==> config.mk <==
export PLATFORM = sky130hd
export DESIGN_NAME = ibex_rf_wport_sched
export DESIGN_NICKNAME = d
export VERILOG_FILES = /design/src/rtl/ibex_pkg.sv /design/src/rtl/ibex_rf_wport_fifo.sv /design/src/rtl/ibex_rf_wport_sched.sv
export SDC_FILE = /design/constraint.sdc
export NUM_CORES = 1
export LEC_CHECK = 0
export BUFFER_PORTS_ARGS = -buffer_cell sky130_fd_sc_hd__buf_2
export CORE_MARGIN = 2
export CORE_UTILIZATION = 45
export CTS_BUF_LIST = sky130_fd_sc_hd__clkbuf_4 sky130_fd_sc_hd__clkbuf_8
export DETAILED_ROUTE_END_ITERATION = 12
export PLACE_DENSITY = 0.78
export SYNTH_ARGS = -nofsm -noshare
export SYNTH_HDL_FRONTEND = slang
export SYNTH_HIERARCHICAL = 1
export SYNTH_SLANG_ARGS = --single-unit
==> constraint.sdc <==
create_clock -name clk_i -period 3.85 [get_ports clk_i]
set_input_delay 0.385 -clock clk_i [delete_from_list [all_inputs] [get_ports clk_i]]
set_output_delay 0.385 -clock clk_i [all_outputs]
set_load 0.01 [all_outputs]
==> src/rtl/ibex_pkg.sv <==
// rtl/ibex_pkg.sv - shared types for the register-file write-port scheduler
package ibex_pkg;

  localparam int RfAddrW = 5;

  typedef enum logic [1:0] {
    WPORT_NONE = 2'd0,
    WPORT_LSU  = 2'd1,
    WPORT_ID   = 2'd2,
    WPORT_AUX  = 2'd3
  } wport_src_e;

endpackage

==> src/rtl/ibex_rf_wport_fifo.sv <==
// rtl/ibex_rf_wport_fifo.sv - buffer of pending aux RF writes
// Exposes every entry's address so the scheduler can flag RAW hazards.
module ibex_rf_wport_fifo import ibex_pkg::*; #(
  parameter int Depth = 2,
  parameter int DataW = 32
) (
  input  logic                       clk_i,
  input  logic                       rst_ni,
  input  logic                       flush_i,
  input  logic                       push_i,
  input  logic [RfAddrW-1:0]         push_waddr_i,
  input  logic [DataW-1:0]           push_wdata_i,
  input  logic                       pop_i,
  output logic [RfAddrW-1:0]         head_waddr_o,
  output logic [DataW-1:0]           head_wdata_o,
  output logic                       full_o,
  output logic                       empty_o,
  output logic [Depth-1:0]           entry_valid_o,
  output logic [Depth*RfAddrW-1:0]   entry_waddr_o
);

  localparam int PtrW = $clog2(Depth);
  localparam int CntW = $clog2(Depth + 1);

  logic [RfAddrW-1:0] waddr_q [Depth];
  logic [DataW-1:0]   wdata_q [Depth];
  logic [PtrW-1:0]    wptr_q, rptr_q;
  logic [CntW-1:0]    cnt_q;
  logic               do_push, do_pop;

  assign full_o  = (cnt_q == CntW'(Depth));
  assign empty_o = (cnt_q == '0);
  assign do_push = push_i & ~full_o;
  assign do_pop  = pop_i & ~empty_o;

  assign head_waddr_o = waddr_q[rptr_q];
  assign head_wdata_o = wdata_q[rptr_q];

  always_ff @(posedge clk_i or negedge rst_ni) begin
    if (!rst_ni) begin
      wptr_q <= '0;
      rptr_q <= '0;
      cnt_q  <= '0;
    end else if (flush_i) begin
      wptr_q <= '0;
      rptr_q <= '0;
      cnt_q  <= '0;
    end else begin
      if (do_push) wptr_q <= wptr_q + 1'b1;
      if (do_pop)  rptr_q <= rptr_q + 1'b1;
      cnt_q <= cnt_q + CntW'(do_push) - CntW'(do_pop);
    end
  end

  always_ff @(posedge clk_i) begin
    if (do_push && !flush_i) begin
      waddr_q[wptr_q] <= push_waddr_i;
      wdata_q[wptr_q] <= push_wdata_i;
    end
  end

  // Entry i is live when its distance from the read pointer is below the count.
  for (genvar i = 0; i < Depth; i++) begin : g_ent
    logic [PtrW-1:0] off;
    assign off                                  = PtrW'(i) - rptr_q;
    assign entry_valid_o[i]                     = (CntW'(off) < cnt_q);
    assign entry_waddr_o[i*RfAddrW +: RfAddrW]  = waddr_q[i];
  end

endmodule

==> src/rtl/ibex_rf_wport_sched.sv <==
// rtl/ibex_rf_wport_sched.sv - arbitrates the single RF write port between LSU, ID/EX and aux
module ibex_rf_wport_sched import ibex_pkg::*; #(
  parameter int Depth   = 2,
  parameter int MaxWait = 4
) (
  input  logic         clk_i,
  input  logic         rst_ni,
  input  logic         setback_i,
  input  logic         lsu_we_i,
  input  logic [4:0]   lsu_waddr_i,
  input  logic [31:0]  lsu_wdata_i,
  input  logic         id_valid_i,
  input  logic [4:0]   id_waddr_i,
  input  logic [31:0]  id_wdata_i,
  output logic         id_ready_o,
  input  logic         aux_valid_i,
  input  logic [4:0]   aux_waddr_i,
  input  logic [31:0]  aux_wdata_i,
  output logic         aux_ready_o,
  input  logic [4:0]   rs1_addr_i,
  input  logic [4:0]   rs2_addr_i,
  output logic         aux_hazard_o,
  output logic         aux_pending_o,
  output logic         rf_we_o,
  output logic [4:0]   rf_waddr_o,
  output logic [31:0]  rf_wdata_o,
  output logic [1:0]   rf_src_o
);

  localparam int AgeW = 4;

  logic [RfAddrW-1:0]       head_waddr;
  logic [31:0]              head_wdata;
  logic                     fifo_full, fifo_empty, head_valid, push;
  logic [Depth-1:0]         entry_valid;
  logic [Depth*RfAddrW-1:0] entry_waddr;
  logic [AgeW-1:0]          age_q;
  logic                     aux_urgent, grant_lsu, grant_id, grant_aux;
  wport_src_e               src;

  assign head_valid  = ~fifo_empty;
  assign aux_urgent  = head_valid & (age_q == AgeW'(MaxWait));
  assign aux_ready_o = ~fifo_full;
  assign push        = aux_valid_i & aux_ready_o;

  // Setback mutes everything except LSU, whose data is already committed.
  assign grant_lsu = lsu_we_i;
  assign grant_aux = ~lsu_we_i & ~setback_i & head_valid & (aux_urgent | ~id_valid_i);
  assign grant_id  = ~lsu_we_i & ~setback_i & ~aux_urgent & id_valid_i;

  assign id_ready_o    = id_valid_i & grant_id;
  assign aux_pending_o = head_valid;

  always_comb begin
    src        = WPORT_NONE;
    rf_waddr_o = '0;
    rf_wdata_o = '0;
    if (grant_lsu) begin
      src        = WPORT_LSU;
      rf_waddr_o = lsu_waddr_i;
      rf_wdata_o = lsu_wdata_i;
    end else if (grant_id) begin
      src        = WPORT_ID;
      rf_waddr_o = id_waddr_i;
      rf_wdata_o = id_wdata_i;
    end else if (grant_aux) begin
      src        = WPORT_AUX;
      rf_waddr_o = head_waddr;
      rf_wdata_o = head_wdata;
    end
  end

  assign rf_src_o = src;
  assign rf_we_o  = (src != WPORT_NONE) && (rf_waddr_o != '0);

  always_comb begin
    aux_hazard_o = 1'b0;
    for (int i = 0; i < Depth; i++) begin
      if (entry_valid[i] && entry_waddr[i*RfAddrW +: RfAddrW] != '0 &&
          (entry_waddr[i*RfAddrW +: RfAddrW] == rs1_addr_i ||
           entry_waddr[i*RfAddrW +: RfAddrW] == rs2_addr_i)) begin
        aux_hazard_o = 1'b1;
      end
    end
    if (push && aux_waddr_i != '0 && (aux_waddr_i == rs1_addr_i || aux_waddr_i == rs2_addr_i)) begin
      aux_hazard_o = 1'b1;
    end
  end

  always_ff @(posedge clk_i or negedge rst_ni) begin
    if (!rst_ni) begin
      age_q <= '0;
    end else if (setback_i || grant_aux || !head_valid) begin
      age_q <= '0;
    end else if (age_q != AgeW'(MaxWait)) begin
      age_q <= age_q + 1'b1;
    end
  end

  ibex_rf_wport_fifo #(
    .Depth (Depth),
    .DataW (32)
  ) u_fifo (
    .clk_i         (clk_i),
    .rst_ni        (rst_ni),
    .flush_i       (setback_i),
    .push_i        (push),
    .push_waddr_i  (aux_waddr_i),
    .push_wdata_i  (aux_wdata_i),
    .pop_i         (grant_aux),
    .head_waddr_o  (head_waddr),
    .head_wdata_o  (head_wdata),
    .full_o        (fifo_full),
    .empty_o       (fifo_empty),
    .entry_valid_o (entry_valid),
    .entry_waddr_o (entry_waddr)
  );

  a_one_grant: assert property (@(posedge clk_i) disable iff (!rst_ni)
    $onehot0({grant_lsu, grant_id, grant_aux}));

endmodule
==> summary.md <==
| Metric | Value |
|---|---|
| Status | finished clean |
| Wire length per cell | 16.5 um |
| CP startpoint kind | flop |
| Worst Max-Slew Pin Slew | 890 ps |
| Die Ht | 101 um |
| Leakage | 2.37 nW |
| Clk_skew | 7.21 ps |
| Fmax | 0.308 GHz |
| Netlist cell types | 37 |
| Internal power | 1.55 mW |
| Final core utilization | 0.594 |
| Register area | 2420 um^2 |
| DR pass1 iterations | 4 |
| Psw | 552 uW |
| Vias | 3354 |
| Slew margin rel. | 0.404 |
| Placed Cells | 614 |
| Die footprint | 10100 um^2 |
| TritonCTS Sinks | 82 |
| # setup viols final | 0 |
| Hold Crit Class | in2reg |
| Vias in the first global route | 3459 |
| Routed Antenna Nets | 0 |
| Final Non-Filler Cells | 631 |
| Clock power share | 0.298 |
| Ant diodes | 0 |
| Clock root buffer | clkbuf_8 |
| Fillers | 771 |
| Via density | 5.32 |
| RD Place Congestion | 0.913 |
| RSZ-0062 raised after global routing | no |
| Post-Syn Instances | 341 |
| Fin. Hold Viols | 0 |
| Setup_tns | 0 ps |
| Resize count post-CTS | 0 |
| Yosys reg bits | 82 |
| Switching Fraction | 0.263 |
| Starting DRT DRC Count | 142 |
| Top-Level Pins | 171 |
| Final slew viol count | 0 |
| Cts hold-fix bufs | 1 |
| Drt total wl | 10.4 mm |
| Pin count of the biggest net entering global routing | 25 |
| Layout cells sized above 1 | 0.412 |
| # H-tree levels | 3 |
| Layout area overhead | 29.2% |
| PD cells | 387 nW/um^2 |
| Period minus WS final | 3250 ps |
| Multi-input gate area | 1700 um^2 |
| DRC | 0 |
| Maximum vdd drop | 231 uV |
| Syn_nets | 472 |
| Initial Util | 0.459 |
| Setup bufs post-CTS | 0 |
| Crit-path max FO | 21 |
| CP Class | reg2out |
| Site row count | 35 |
| Remaining Overflow, GRT | 0 |
| Max-cap violations | 0 |
| Die width | 101 um |
| Final period util | 0.843 |
| Most common cell after layout, fill and taps aside | buf_2 |
| CTS clk-pin slew, worst paths | 80 ps |
| All-layer global routing usage | 0.210 |
| Most frequent cells in the layout | buf_2, edfxtp_1, nand2_1 |
| Post-Syn Area | 4210 um^2 |
| YS warnings | 6 |
| Core area | 9150 um^2 |
| Syn_area_per_cell | 12.3 um^2 |
| Antenna violations before repair | 1 |
| HPWL Detailed | 7.93 mm |
| Port buffer count | 170 |
| Arr. time, crit path | 2860 ps |
| CTS tree | yes |
| Layout net count | 646 |
| Worst EP required | 3460 ps |
| Sequential area share after synthesis | 0.576 |
| Comb power frac | 0.190 |
| First-pass GRT wire length | 16.2 mm |
| Reg power frac | 0.512 |
| TritonCTS buffer count | 9 |
| Clk Latency, worst-skew pair | 340 ps |
| Crit. End Element | output port |
| Maximum clock insertion buffer count | 2 |
## worst paths after layout
path                                       from                               to  slack, ps  cells past startpoint
setup / recovery           age_q[0]$_DFFE_PN0P_                          rf_we_o        600                      8
max in group asynchronous                rst_ni        u_fifo/rptr_q$_DFFE_PN0P_       3240                      2
hold reg to reg            age_q[3]$_DFFE_PN0P_             age_q[3]$_DFFE_PN0P_        570                      2
hold / removal                  aux_wdata_i[22]  u_fifo/wdata_q[0][22]$_DFFE_PP_        230                      1
min in group asynchronous                rst_ni        u_fifo/cnt_q[1]$_DFF_PN0_        430                      2
setup reg to reg           age_q[0]$_DFFE_PN0P_        u_fifo/cnt_q[1]$_DFF_PN0_       1120                     12
## cells by family after synthesis
| family | Yosys count | synth area share |
|---|---|---|
| XOR/XNOR | 34 | 0.0708 |
| AO/OA/AOI/OAI | 53 | 0.0973 |
| buffers and inverters | 26 | 0.0274 |
| multiplexers | 38 | 0.103 |
| flip-flops | 82 | 0.576 |
| adder cells (fa/ha/maj) | 4 | 0.0119 |
| AND/OR/NAND/NOR | 104 | 0.114 |
## worst max-delay path, cell delays in order (launching register included)
cell,delay (ps)
dfrtp_1,430
inv_1,80
ha_1,210
nand3b_4,140
o211a_1,520
a222oi_1,330
inv_1,100
or4_1,550
buf_2,170
## final cells by class
class / instances / area share
inverter: 10 / 0.00691
clock buffer: 12 / 0.0269
clock inverter: 4 / 0.00944
multi-input combinational: 233 / 0.313
tap: 111 / 0.0256
sequential: 82 / 0.446
timing repair buffer: 179 / 0.172
## routing by layer
| metal | vias up | wire length (um) | global-route usage |
|---|---|---|---|
| li1 | 1605 | - | - |
| met1 | 1580 | 3930 | 0.234 |
| met2 | 149 | 5200 | 0.354 |
| met3 | 20 | 1050 | 0.0846 |
| met4 | 0 | 262 | 0.0885 |
| met5 | - | 0 | 0 |
## power groups by stage
stage               combinational [mW]  sequential, mW  clock (mW)
finish                           0.399            1.08       0.627
global route                     0.440            1.08       0.673
CTS                              0.404            1.08       0.638
detailed placement               0.401            1.10           0
global placement                 0.391            1.09           0
floorplan                        0.220            1.09           0
## state kept, by name (all words and copies together) (netlist names)
register and flops:
u_fifo/waddr_q 10, u_fifo/wdata_q 64, u_fifo/wptr_q 1, u_fifo/rptr_q 1
age_q 4, u_fifo/cnt_q 2
## stage by stage
stage / hold WS, ps / area [um^2] / setup slack [ps] / power [mW]
after floorplan: 89.4 / 4220 / 1040 / 1.31
after global placement: 231 / 5230 / 1050 / 1.48
after detailed placement: 236 / 5230 / 950 / 1.50
after CTS: 215 / 5430 / 572 / 2.12
after global routing: 203 / 5430 / 346 / 2.20
final: 230 / 5430 / 604 / 2.10
## cell usage after synthesis
library cell / n / area share
mux2_2: 7 / 0.019
a2111oi_2: 1 / 0.0036
clkbuf_1: 7 / 0.0062
nand3b_4: 1 / 0.0048
nand3_1: 5 / 0.0059
dfrtp_1: 8 / 0.048
mux2_4: 1 / 0.0036
or4_1: 4 / 0.0071
a222oi_1: 4 / 0.0095
nor3_1: 9 / 0.011
xnor2_1: 19 / 0.040
o21a_2: 1 / 0.0021
xor2_1: 15 / 0.031
o211a_1: 1 / 0.0024
edfxtp_1: 74 / 0.53
a22oi_1: 33 / 0.059
or3_1: 1 / 0.0015
nor3b_1: 1 / 0.0018
o21ai_0: 2 / 0.0024
a31oi_1: 2 / 0.0030
a21oi_1: 3 / 0.0036
mux2_1: 30 / 0.080
nand2_1: 67 / 0.060
ha_1: 4 / 0.012
o221ai_1: 2 / 0.0042
and2_2: 1 / 0.0018
inv_1: 10 / 0.0089
nor2b_4: 1 / 0.0033
or2_2: 1 / 0.0015
nor2b_1: 3 / 0.0045
buf_6: 1 / 0.0027
nand2b_4: 1 / 0.0033
o21a_1: 1 / 0.0018
a21o_2: 2 / 0.0042
a211oi_1: 1 / 0.0018
buf_2: 8 / 0.0095
nor2_1: 9 / 0.0080
No activity file was read; power rests on OpenSTA's default activity.
